--- config.mk ---
export PLATFORM = sky130hd
export DESIGN_NAME = uart_cmd_decoder
export DESIGN_NICKNAME = d
export VERILOG_FILES = /design/src/rtl/ofd_cmd_pkg.sv /design/src/rtl/ofd_timeout_cnt.sv /design/src/rtl/uart_cmd_decoder.sv
export SDC_FILE = /design/constraint.sdc
export NUM_CORES = 1
export LEC_CHECK = 0
export BUFFER_PORTS_ARGS = -buffer_cell sky130_fd_sc_hd__clkbuf_2
export CAP_MARGIN = 25
export CORE_MARGIN = 3
export CORE_UTILIZATION = 60
export CTS_CLUSTER_SIZE = 24
export DETAILED_ROUTE_END_ITERATION = 10
export HOLD_SLACK_MARGIN = 0.06
export PLACE_DENSITY = 0.83
export SYNTH_ARGS = -nofsm -noshare
export SYNTH_HDL_FRONTEND = slang
export SYNTH_SLANG_ARGS = --single-unit
--- constraint.sdc ---
create_clock -name clk -period 4.75 [get_ports clk]
set_clock_uncertainty 0.15 [all_clocks]
set_input_delay 0.95 -clock clk [delete_from_list [all_inputs] [get_ports clk]]
set_output_delay 0.95 -clock clk [all_outputs]
set_load 0.02 [all_outputs]
--- src/rtl/ofd_cmd_pkg.sv ---
// ----------------------------------------------------------------------------
// ofd_cmd_pkg
// Shared definitions for the host command frame decoder:
//   cmd_state_t   - frame parser states (SYNC, CMD, ARG_H, ARG_L, CHK)
//   SYNC_BYTE_DEF - default frame start marker
//   CMD_START_DEF - default command code that fires trig_start
//   FRAME_LEN     - bytes per frame, including SYNC and CHK
//   frame_chk()   - 8-bit XOR checksum over CMD, ARG_H and ARG_L
// ----------------------------------------------------------------------------
package ofd_cmd_pkg;

    typedef enum logic [2:0] {
        ST_IDLE,
        ST_GET_CMD,
        ST_GET_ARGH,
        ST_GET_ARGL,
        ST_GET_CHK
    } cmd_state_t;

    localparam logic [7:0]  SYNC_BYTE_DEF = 8'hA5;
    localparam logic [7:0]  CMD_START_DEF = 8'h01;
    localparam int unsigned FRAME_LEN     = 5;

    function automatic logic [7:0] frame_chk(input logic [7:0] cmd,
                                             input logic [7:0] ah,
                                             input logic [7:0] al);
        return cmd ^ ah ^ al;
    endfunction

endpackage

--- src/rtl/ofd_timeout_cnt.sv ---
// ----------------------------------------------------------------------------
// ofd_timeout_cnt
// Inter-byte timeout counter with a parameterised terminal count.
//   clk, reset : clock, synchronous active-high reset
//   clear      : forces the count to zero (has priority over run)
//   run        : counts up by one per cycle
//   expired    : combinational; high while running with the count at
//                TERMINAL-1, i.e. the coming edge is the timeout edge
// ----------------------------------------------------------------------------
module ofd_timeout_cnt #(
    parameter int unsigned TERMINAL = 17360,
    parameter int unsigned CNT_W    = $clog2(TERMINAL + 1)
) (
    input  logic clk,
    input  logic reset,
    input  logic clear,
    input  logic run,
    output logic expired
);

    localparam logic [CNT_W-1:0] LAST = CNT_W'(TERMINAL - 1);

    logic [CNT_W-1:0] cnt_q;
    logic [CNT_W-1:0] cnt_d;

    assign expired = run && (cnt_q == LAST);

    // Holds at LAST rather than wrapping; the parent returns to idle on
    // expiry, which clears the count on the following cycle.
    always_comb begin
        cnt_d = cnt_q;
        if (clear) begin
            cnt_d = '0;
        end else if (run && (cnt_q != LAST)) begin
            cnt_d = cnt_q + CNT_W'(1);
        end
    end

    always_ff @(posedge clk) begin
        if (reset) begin
            cnt_q <= '0;
        end else begin
            cnt_q <= cnt_d;
        end
    end

endmodule

--- src/rtl/uart_cmd_decoder.sv ---
// ----------------------------------------------------------------------------
// uart_cmd_decoder
// Parses 5-byte host frames (SYNC, CMD, ARG_H, ARG_L, CHK) from the uart
// receive strobe and emits validated commands.
//   clk, reset  : clock, synchronous active-high reset
//   rx_data     : received byte, valid while rx_ready=1
//   rx_ready    : one-cycle strobe per received byte
//   cmd_valid   : one-cycle pulse, frame accepted
//   cmd_code    : CMD byte of last accepted frame
//   cmd_arg     : {ARG_H, ARG_L} of last accepted frame
//   trig_start  : one-cycle pulse with cmd_valid when cmd_code==CMD_START
//   frame_err   : one-cycle pulse on checksum error or inter-byte timeout
//   err_count   : saturating count of frame_err pulses
//   busy        : combinational, high while a frame is partially received
// ----------------------------------------------------------------------------
module uart_cmd_decoder
    import ofd_cmd_pkg::*;
#(
    parameter logic [7:0]  SYNC_BYTE      = SYNC_BYTE_DEF,
    parameter logic [7:0]  CMD_START      = CMD_START_DEF,
    parameter int unsigned TIMEOUT_CYCLES = 17360,
    parameter int unsigned CNT_W          = $clog2(TIMEOUT_CYCLES + 1)
) (
    input  logic        clk,
    input  logic        reset,
    input  logic [7:0]  rx_data,
    input  logic        rx_ready,
    output logic        cmd_valid,
    output logic [7:0]  cmd_code,
    output logic [15:0] cmd_arg,
    output logic        trig_start,
    output logic        frame_err,
    output logic [7:0]  err_count,
    output logic        busy
);

    cmd_state_t  state_q,      state_d;
    logic [7:0]  cmd_q,        cmd_d;
    logic [7:0]  arg_h_q,      arg_h_d;
    logic [7:0]  arg_l_q,      arg_l_d;
    logic        cmd_valid_q,  cmd_valid_d;
    logic        trig_q,       trig_d;
    logic        frame_err_q,  frame_err_d;
    logic [7:0]  err_count_q,  err_count_d;
    logic [7:0]  cmd_code_q,   cmd_code_d;
    logic [15:0] cmd_arg_q,    cmd_arg_d;

    logic        tmo_clear;
    logic        tmo_run;
    logic        tmo_expired;

    assign busy = (state_q != ST_IDLE);

    // Every byte seen outside IDLE is accepted, so any strobe restarts the
    // inter-byte window; a strobe on the limit cycle therefore suppresses
    // expiry because run is low.
    assign tmo_clear = !busy || rx_ready;
    assign tmo_run   = busy && !rx_ready;

    ofd_timeout_cnt #(
        .TERMINAL (TIMEOUT_CYCLES),
        .CNT_W    (CNT_W)
    ) u_timeout (
        .clk     (clk),
        .reset   (reset),
        .clear   (tmo_clear),
        .run     (tmo_run),
        .expired (tmo_expired)
    );

    always_comb begin
        state_d     = state_q;
        cmd_d       = cmd_q;
        arg_h_d     = arg_h_q;
        arg_l_d     = arg_l_q;
        cmd_code_d  = cmd_code_q;
        cmd_arg_d   = cmd_arg_q;
        err_count_d = err_count_q;
        cmd_valid_d = 1'b0;
        trig_d      = 1'b0;
        frame_err_d = 1'b0;

        unique case (state_q)
            ST_IDLE: begin
                if (rx_ready && (rx_data == SYNC_BYTE)) begin
                    state_d = ST_GET_CMD;
                end
            end
            ST_GET_CMD: begin
                if (rx_ready) begin
                    cmd_d   = rx_data;
                    state_d = ST_GET_ARGH;
                end
            end
            ST_GET_ARGH: begin
                if (rx_ready) begin
                    arg_h_d = rx_data;
                    state_d = ST_GET_ARGL;
                end
            end
            ST_GET_ARGL: begin
                if (rx_ready) begin
                    arg_l_d = rx_data;
                    state_d = ST_GET_CHK;
                end
            end
            ST_GET_CHK: begin
                if (rx_ready) begin
                    state_d = ST_IDLE;
                    if (rx_data == frame_chk(cmd_q, arg_h_q, arg_l_q)) begin
                        cmd_valid_d = 1'b1;
                        trig_d      = (cmd_q == CMD_START);
                        cmd_code_d  = cmd_q;
                        cmd_arg_d   = {arg_h_q, arg_l_q};
                    end else begin
                        frame_err_d = 1'b1;
                    end
                end
            end
            default: state_d = ST_IDLE;
        endcase

        // Expiry only fires with rx_ready low, so it never races a byte above.
        if (tmo_expired) begin
            state_d     = ST_IDLE;
            frame_err_d = 1'b1;
        end

        if (frame_err_d && (err_count_q != 8'hFF)) begin
            err_count_d = err_count_q + 8'd1;
        end
    end

    always_ff @(posedge clk) begin
        if (reset) begin
            state_q     <= ST_IDLE;
            cmd_q       <= '0;
            arg_h_q     <= '0;
            arg_l_q     <= '0;
            cmd_valid_q <= 1'b0;
            trig_q      <= 1'b0;
            frame_err_q <= 1'b0;
            err_count_q <= '0;
            cmd_code_q  <= '0;
            cmd_arg_q   <= '0;
        end else begin
            state_q     <= state_d;
            cmd_q       <= cmd_d;
            arg_h_q     <= arg_h_d;
            arg_l_q     <= arg_l_d;
            cmd_valid_q <= cmd_valid_d;
            trig_q      <= trig_d;
            frame_err_q <= frame_err_d;
            err_count_q <= err_count_d;
            cmd_code_q  <= cmd_code_d;
            cmd_arg_q   <= cmd_arg_d;
        end
    end

    assign cmd_valid  = cmd_valid_q;
    assign trig_start = trig_q;
    assign frame_err  = frame_err_q;
    assign err_count  = err_count_q;
    assign cmd_code   = cmd_code_q;
    assign cmd_arg    = cmd_arg_q;

endmodule

==> metrics, run 1 <==
Crit Path Class in -> reg; pin count of the biggest net entering global routing 66; routed len/inst 13.5 um; DP Wirelength 4390 um; setup_tns 0 ns; DRT antenna net count 0; worst path required time 4.88 ns; final-report max-slew violation count 0; # setup viols final 0; first-pass GRT wire length 10,900 um; hold_ws 0.342 ns; synth top area cells dfxtp_1 (46%), mux2i_1 (12%), nor2_1 (7.7%); worst reg-to-reg path cell count 6; CP arrival 3.03 ns; Post-synth ARST share 0%; port bufs 46; GRT Residual Overflow 0; max-cap viol count 0; post-CTS resize count 0; Power Dens Cells 325 nW/um2; synth unique cells 34; final wirelength 6420 um; Final Cycle Share 61.0%; die height 80.5 um; static leakage 0.00163 uW; DIE WIDTH 80.5 um; number of synthesis warnings 0; most frequent cell after synthesis dfxtp_1; Fillers 412; # IOs 47; Tot GR Track Use 21.7%; share of post-route cells with drive strength above 1 16.5%; Reg clk slew, reported paths 0.07 ns; synthesized instance count 357; initial antenna violation count 0; FP Rows 26; Core Region 5240 um2; CP endpoint kind register; htree depth 3; top-area cell type share of the netlist area 46.4%; Cell Area, Synth 3330 um2; vias in the first global route 2,414; final hold violations 0; leading cell types by count after synthesis dfxtp_1 (77), nor2_1 (68), mux2i_1 (41), nand2_1 (34), xor2_1 (20); Final min period 2.90 ns; Final GP Congestion 0.799; syn nets 370; die area 6470 um2; Peak VDD IR 0.282 mV; Area Overhead vs Synth 14.9%; Vias/cell 5.32; hold buffers post-CTS 0; post-synthesis sequential area ratio 46.4%; ys flop type dfxtp_1; Starting Density 63.5%; nets 415; vias post-DR 2,533; Slew Limit Headroom 33.2%; Slew @ Worst Pin 0.993 ns; Antenna Cells 0; Max Clk Rate 345 MHz; first drt pass iteration count 4; Starting DRT DRC Count 154; status completed; CP Max Fanout 25; total CTS buffers 9; crit path launch type input pin; # DRC 0; Post-CTS Setup Bufs 0; Post-synth EDFFs 0; Tightest Hold Check Type reg -> reg; maximum root-to-sink buffer count 2; Root Driver clkbuf_8; RSZ-0062 raised after global routing false; hold depth 2; #FFs+latches synth 77; clk_lat worst skew 0.34 ns; Synth Area per Inst 9.32 um2; CTS tree done; Sink Count 77; largest area contributor in the netlist dfxtp_1
==> sequential cells by signal, summed over array words and instances, names as in the netlist <==
name,flops
arg_h_q,8
arg_l_q,8
cmd_arg,16
cmd_code,8
cmd_q,8
cmd_valid,1
err_count,8
frame_err,1
state_q,3
trig_start,1
u_timeout.cnt_q,15
==> critical path, stage by stage <==
cell and delay, ns:
clkbuf_2 0.13, xor2_1 0.16, xnor2_1 0.15, nor4_2 0.35, nand3_2 0.70, nor2_1 0.38
and3_1 0.20
==> area by class of cell <==
type	instances	area [um2]	share of cell area, %
repair buffers	47	238	6.22
flip-flops and latches	77	1540	40.4
clock inverters	5	100	2.62
multi-input cells	263	1710	44.8
inverters	4	15.0	0.393
clock buffers	10	128	3.34
well taps	70	87.6	2.29
==> cells in the final DEF (no fill, tap or decap), types with 4 or more instances in the layout <==
cell type  Yosys  layout
a211oi_1       4       4
a21oi_1       15      15
clkbuf_2       0      46
clkbuf_8       0       9
dfxtp_1       77      77
inv_1          4       4
mux2_1         5       5
mux2i_1       41      41
nand2_1       34      34
nand3_1        9       9
nand4_1        6       6
nor2_1        68      68
nor2b_1        7       7
nor3_1         4       4
xnor2_1       18      18
xor2_1        20      20
==> final timing paths <==
path	slack, ns	from	to
min reg2reg	0.34	arg_l_q[0]	arg_l_q[0]
max reg2reg	2.20	cmd_q[7]	trig_start
min	0.34	arg_l_q[0]	arg_l_q[0]
max	1.85	rx_data[7]	trig_start
==> per-stage QoR <==
step	instances	power [uW]	area, um2	util [%]	worst slack, ns
floorplan	357	679	3330	-	2.04
global placement	461	691	3590	68.6	1.51
detailed placement	461	691	3590	68.6	1.53
CTS	476	1250	3820	72.9	1.84
global route	476	1280	3820	72.9	1.63
finish	476	1240	3820	72.9	1.85
==> metal layers <==
| metal | vias up | part of all wire [%] | global-route usage (%) | routed length, um |
|---|---|---|---|---|
| li1 | 1294 | - | - | - |
| met1 | 1182 | 48 | 29.5 | 3100 |
| met3 | 5 | 4.3 | 4.48 | 279 |
| met4 | 0 | 1.2 | 9.80 | 79 |
| met2 | 52 | 46 | 32.9 | 2960 |
| met5 | - | 0 | 0 | 0 |
==> power breakdown <==
group	total (uW)	switching, uW	internal (uW)	leakage [uW]
Combinational	30.7	20.8	9.90	0.000898
Sequential	645	0.219	645	0.000620
Clock	564	219	344	0.000116
Total	1240	240	1000	0.00163
==> logic make-up (layout without fill, tap and decap cells) <==
family                     after synthesis  count (layout)  share of synthesized area, %
DFF                                     77              77                          46.4
and+or+nand+nor                        150             150                          21.1
AOI/OAI and AO/OA                       27              27                          5.53
buffers and inverters                   17              66                          2.22
muxes                                   46              46                          14.0
adders and majority gates                2               2                         0.752
xor gates and xnor gates                38              38                          10.0
No activity file was read; power rests on OpenSTA's default activity.
==> run 2, diff against run 1 <==
--- a/config.mk
+++ b/config.mk
@@ -8,11 +8,11 @@
 export BUFFER_PORTS_ARGS = -buffer_cell sky130_fd_sc_hd__clkbuf_2
 export CAP_MARGIN = 25
 export CORE_MARGIN = 3
-export CORE_UTILIZATION = 60
+export CORE_UTILIZATION = 56
 export CTS_CLUSTER_SIZE = 24
 export DETAILED_ROUTE_END_ITERATION = 10
 export HOLD_SLACK_MARGIN = 0.06
-export PLACE_DENSITY = 0.83
+export PLACE_DENSITY = 0.78
 export SYNTH_ARGS = -nofsm -noshare
 export SYNTH_HDL_FRONTEND = slang
 export SYNTH_SLANG_ARGS = --single-unit
==> constraint.sdc (replaced) <==
create_clock -name clk -period 2.7 [get_ports clk]
set_clock_uncertainty 0.15 [all_clocks]
set_input_delay 0.54 -clock clk [delete_from_list [all_inputs] [get_ports clk]]
set_output_delay 0.54 -clock clk [all_outputs]
set_load 0.02 [all_outputs]
==> run 2 against run 1 <==
  * Via count is 2.5% higher
  * Worst hold slack worse by 0.011 ns
  * Wire length is 2.0% higher
  * Core utilization is 5.2 points lower
  * Sequential power is 77% higher
  * Combinational power is 85% higher
  * Worst setup slack worse by 1.5 ns
==> metrics, run 2 (synthesis results as in run 1) <==
status completed (unchanged); FP Rows 27 (was 26); Area Overhead vs Synth 14.9% (about the same); vias post-DR 2,597 (was 2,533); most common cell after layout, fill and taps aside dfxtp_1 (unchanged); Peak VDD IR 0.396 mV (was 0.282 mV); Starting Density 58.9% (was 63.5%); die area 6900 um2 (was 6470 um2); Final GP Congestion 0.870 (was 0.799); Power Dens Cells 515 nW/um2 (was 325 nW/um2); vias in the first global route 2,379 (was 2,414); Slew @ Worst Pin 0.597 ns (was 0.993 ns); hold buffers post-CTS 0 (unchanged); Core Util, Final 67.8% (was 72.9%); area post-placement 3640 um2 (was 3590 um2); Vias/cell 5.37 (was 5.32); routed len/inst 13.5 um (about the same); DRT antenna net count 0 (unchanged); # IOs 47 (unchanged); max reg flops 16 (unchanged); nets 420 (was 415); first drt pass iteration count 4 (unchanged); # setup viols final 0 (unchanged); total CTS buffers 9 (unchanged); Final Cycle Share 87.4%; DIE WIDTH 83.1 um (was 80.5 um); Post-CTS Setup Bufs 0 (unchanged); CTS tree done (unchanged); Slew Limit Headroom 59.9% (was 33.2%); R2R Setup Slk 0.34 ns (was 2.20 ns); Max Clk Rate 424 MHz; Tightest Hold Check Type reg -> reg (unchanged); setup ws final 0.339 ns (was 1.85 ns); dpl ws 0.129 ns (was 1.53 ns); Starting DRT DRC Count 127 (was 154); DP Wirelength 4750 um (was 4390 um); CP Max Fanout 10 (was 25); die height 83.1 um (was 80.5 um); final wirelength 6550 um (was 6420 um); post-CTS resize count 0 (unchanged); # DRC 0 (unchanged); Reg clk slew, reported paths 0.08 ns (was 0.07 ns); htree depth 3 (unchanged); Core Region 5640 um2 (was 5240 um2); port bufs 46 (unchanged); final hold violations 0 (unchanged); RSZ-0062 raised after global routing false (unchanged); final-report max-slew violation count 0 (unchanged); setup_tns 0 ns (unchanged); clk_lat worst skew 0.34 ns (about the same); Sink Count 77 (unchanged); Tot GR Track Use 19.7% (was 21.7%); crit path launch type register (was input pin); Antenna Cells 0 (unchanged); CP arrival 2.44 ns (was 3.03 ns); initial antenna violation count 0 (unchanged); static leakage 0.00164 uW (was 0.00163 uW); Crit Path Class reg -> reg (was in -> reg); most frequent cells in the layout dfxtp_1 (77), nor2_1 (68), clkbuf_2 (46), mux2i_1 (41), nand2_1 (34) (unchanged); max-cap viol count 0 (unchanged); Root Driver clkbuf_8 (unchanged); Final min period 2.36 ns; share of post-route cells with drive strength above 1 17.7% (was 16.5%); first-pass GRT wire length 11,300 um (was 10,900 um); Final Cell Area 3820 um2 (about the same); GRT Residual Overflow 0 (unchanged); maximum root-to-sink buffer count 2 (unchanged); CP endpoint kind register (unchanged); pin count of the biggest net entering global routing 42 (was 66); worst path required time 2.77 ns (was 4.88 ns); placed insts 468 (was 461); final cell count without fillers 484 (was 476)
==> run 2: worst paths after layout <==
check	depth (start not counted)	to	start
worst min register to register	2	err_count[6]	err_count[6]
worst max-delay path	6	err_count[5]	arg_h_q[4]
worst max register to register	6	err_count[5]	arg_h_q[4]
worst min-delay path	2	err_count[6]	err_count[6]
==> run 2: worst max-delay path, cell delays in order (launching register included) <==
cell and delay (ns):
dfxtp_1 0.39, xor2_1 0.24, xnor2_1 0.17, nor4_2 0.09, a211o_1 0.45, a2111oi_4 0.41
mux2_1 0.34
==> run 2: area by class of cell <==
type | instances | area, um2
Multi-Input combinational cell | 263 | 1710
Inverter | 4 | 15.0
Clock buffer | 12 | 155
Sequential cell | 77 | 1540
Clock inverter | 4 | 22.5
Fill cell | 439 | 1820
Timing Repair Buffer | 52 | 288
Tap cell | 72 | 90.1
==> run 2: metal layers <==
metal	global-route usage, %	part of all wire [%]	vias up
met5	0	0	-
li1	-	-	1309
met4	7.73	1.8	0
met3	4.46	3.8	12
met2	30.5	44	48
met1	26.8	50	1228
==> run 2: power breakdown <==
part           internal [uW]  switching [uW]
Sequential              1130           0.400
Combinational           19.4            37.4
Clock                    380             395
==> run 2: per-stage QoR <==
| step | power, uW | hold slack (ns) |
|---|---|---|
| 2_1_floorplan | 1190 | 0.304 |
| 3_3_place_gp | 1220 | 0.315 |
| 3_5_place_dp | 1220 | 0.324 |
| 4_1_cts | 1980 | 0.322 |
| 5_1_grt | 2050 | 0.348 |
| 6_report | 1970 | 0.331 |
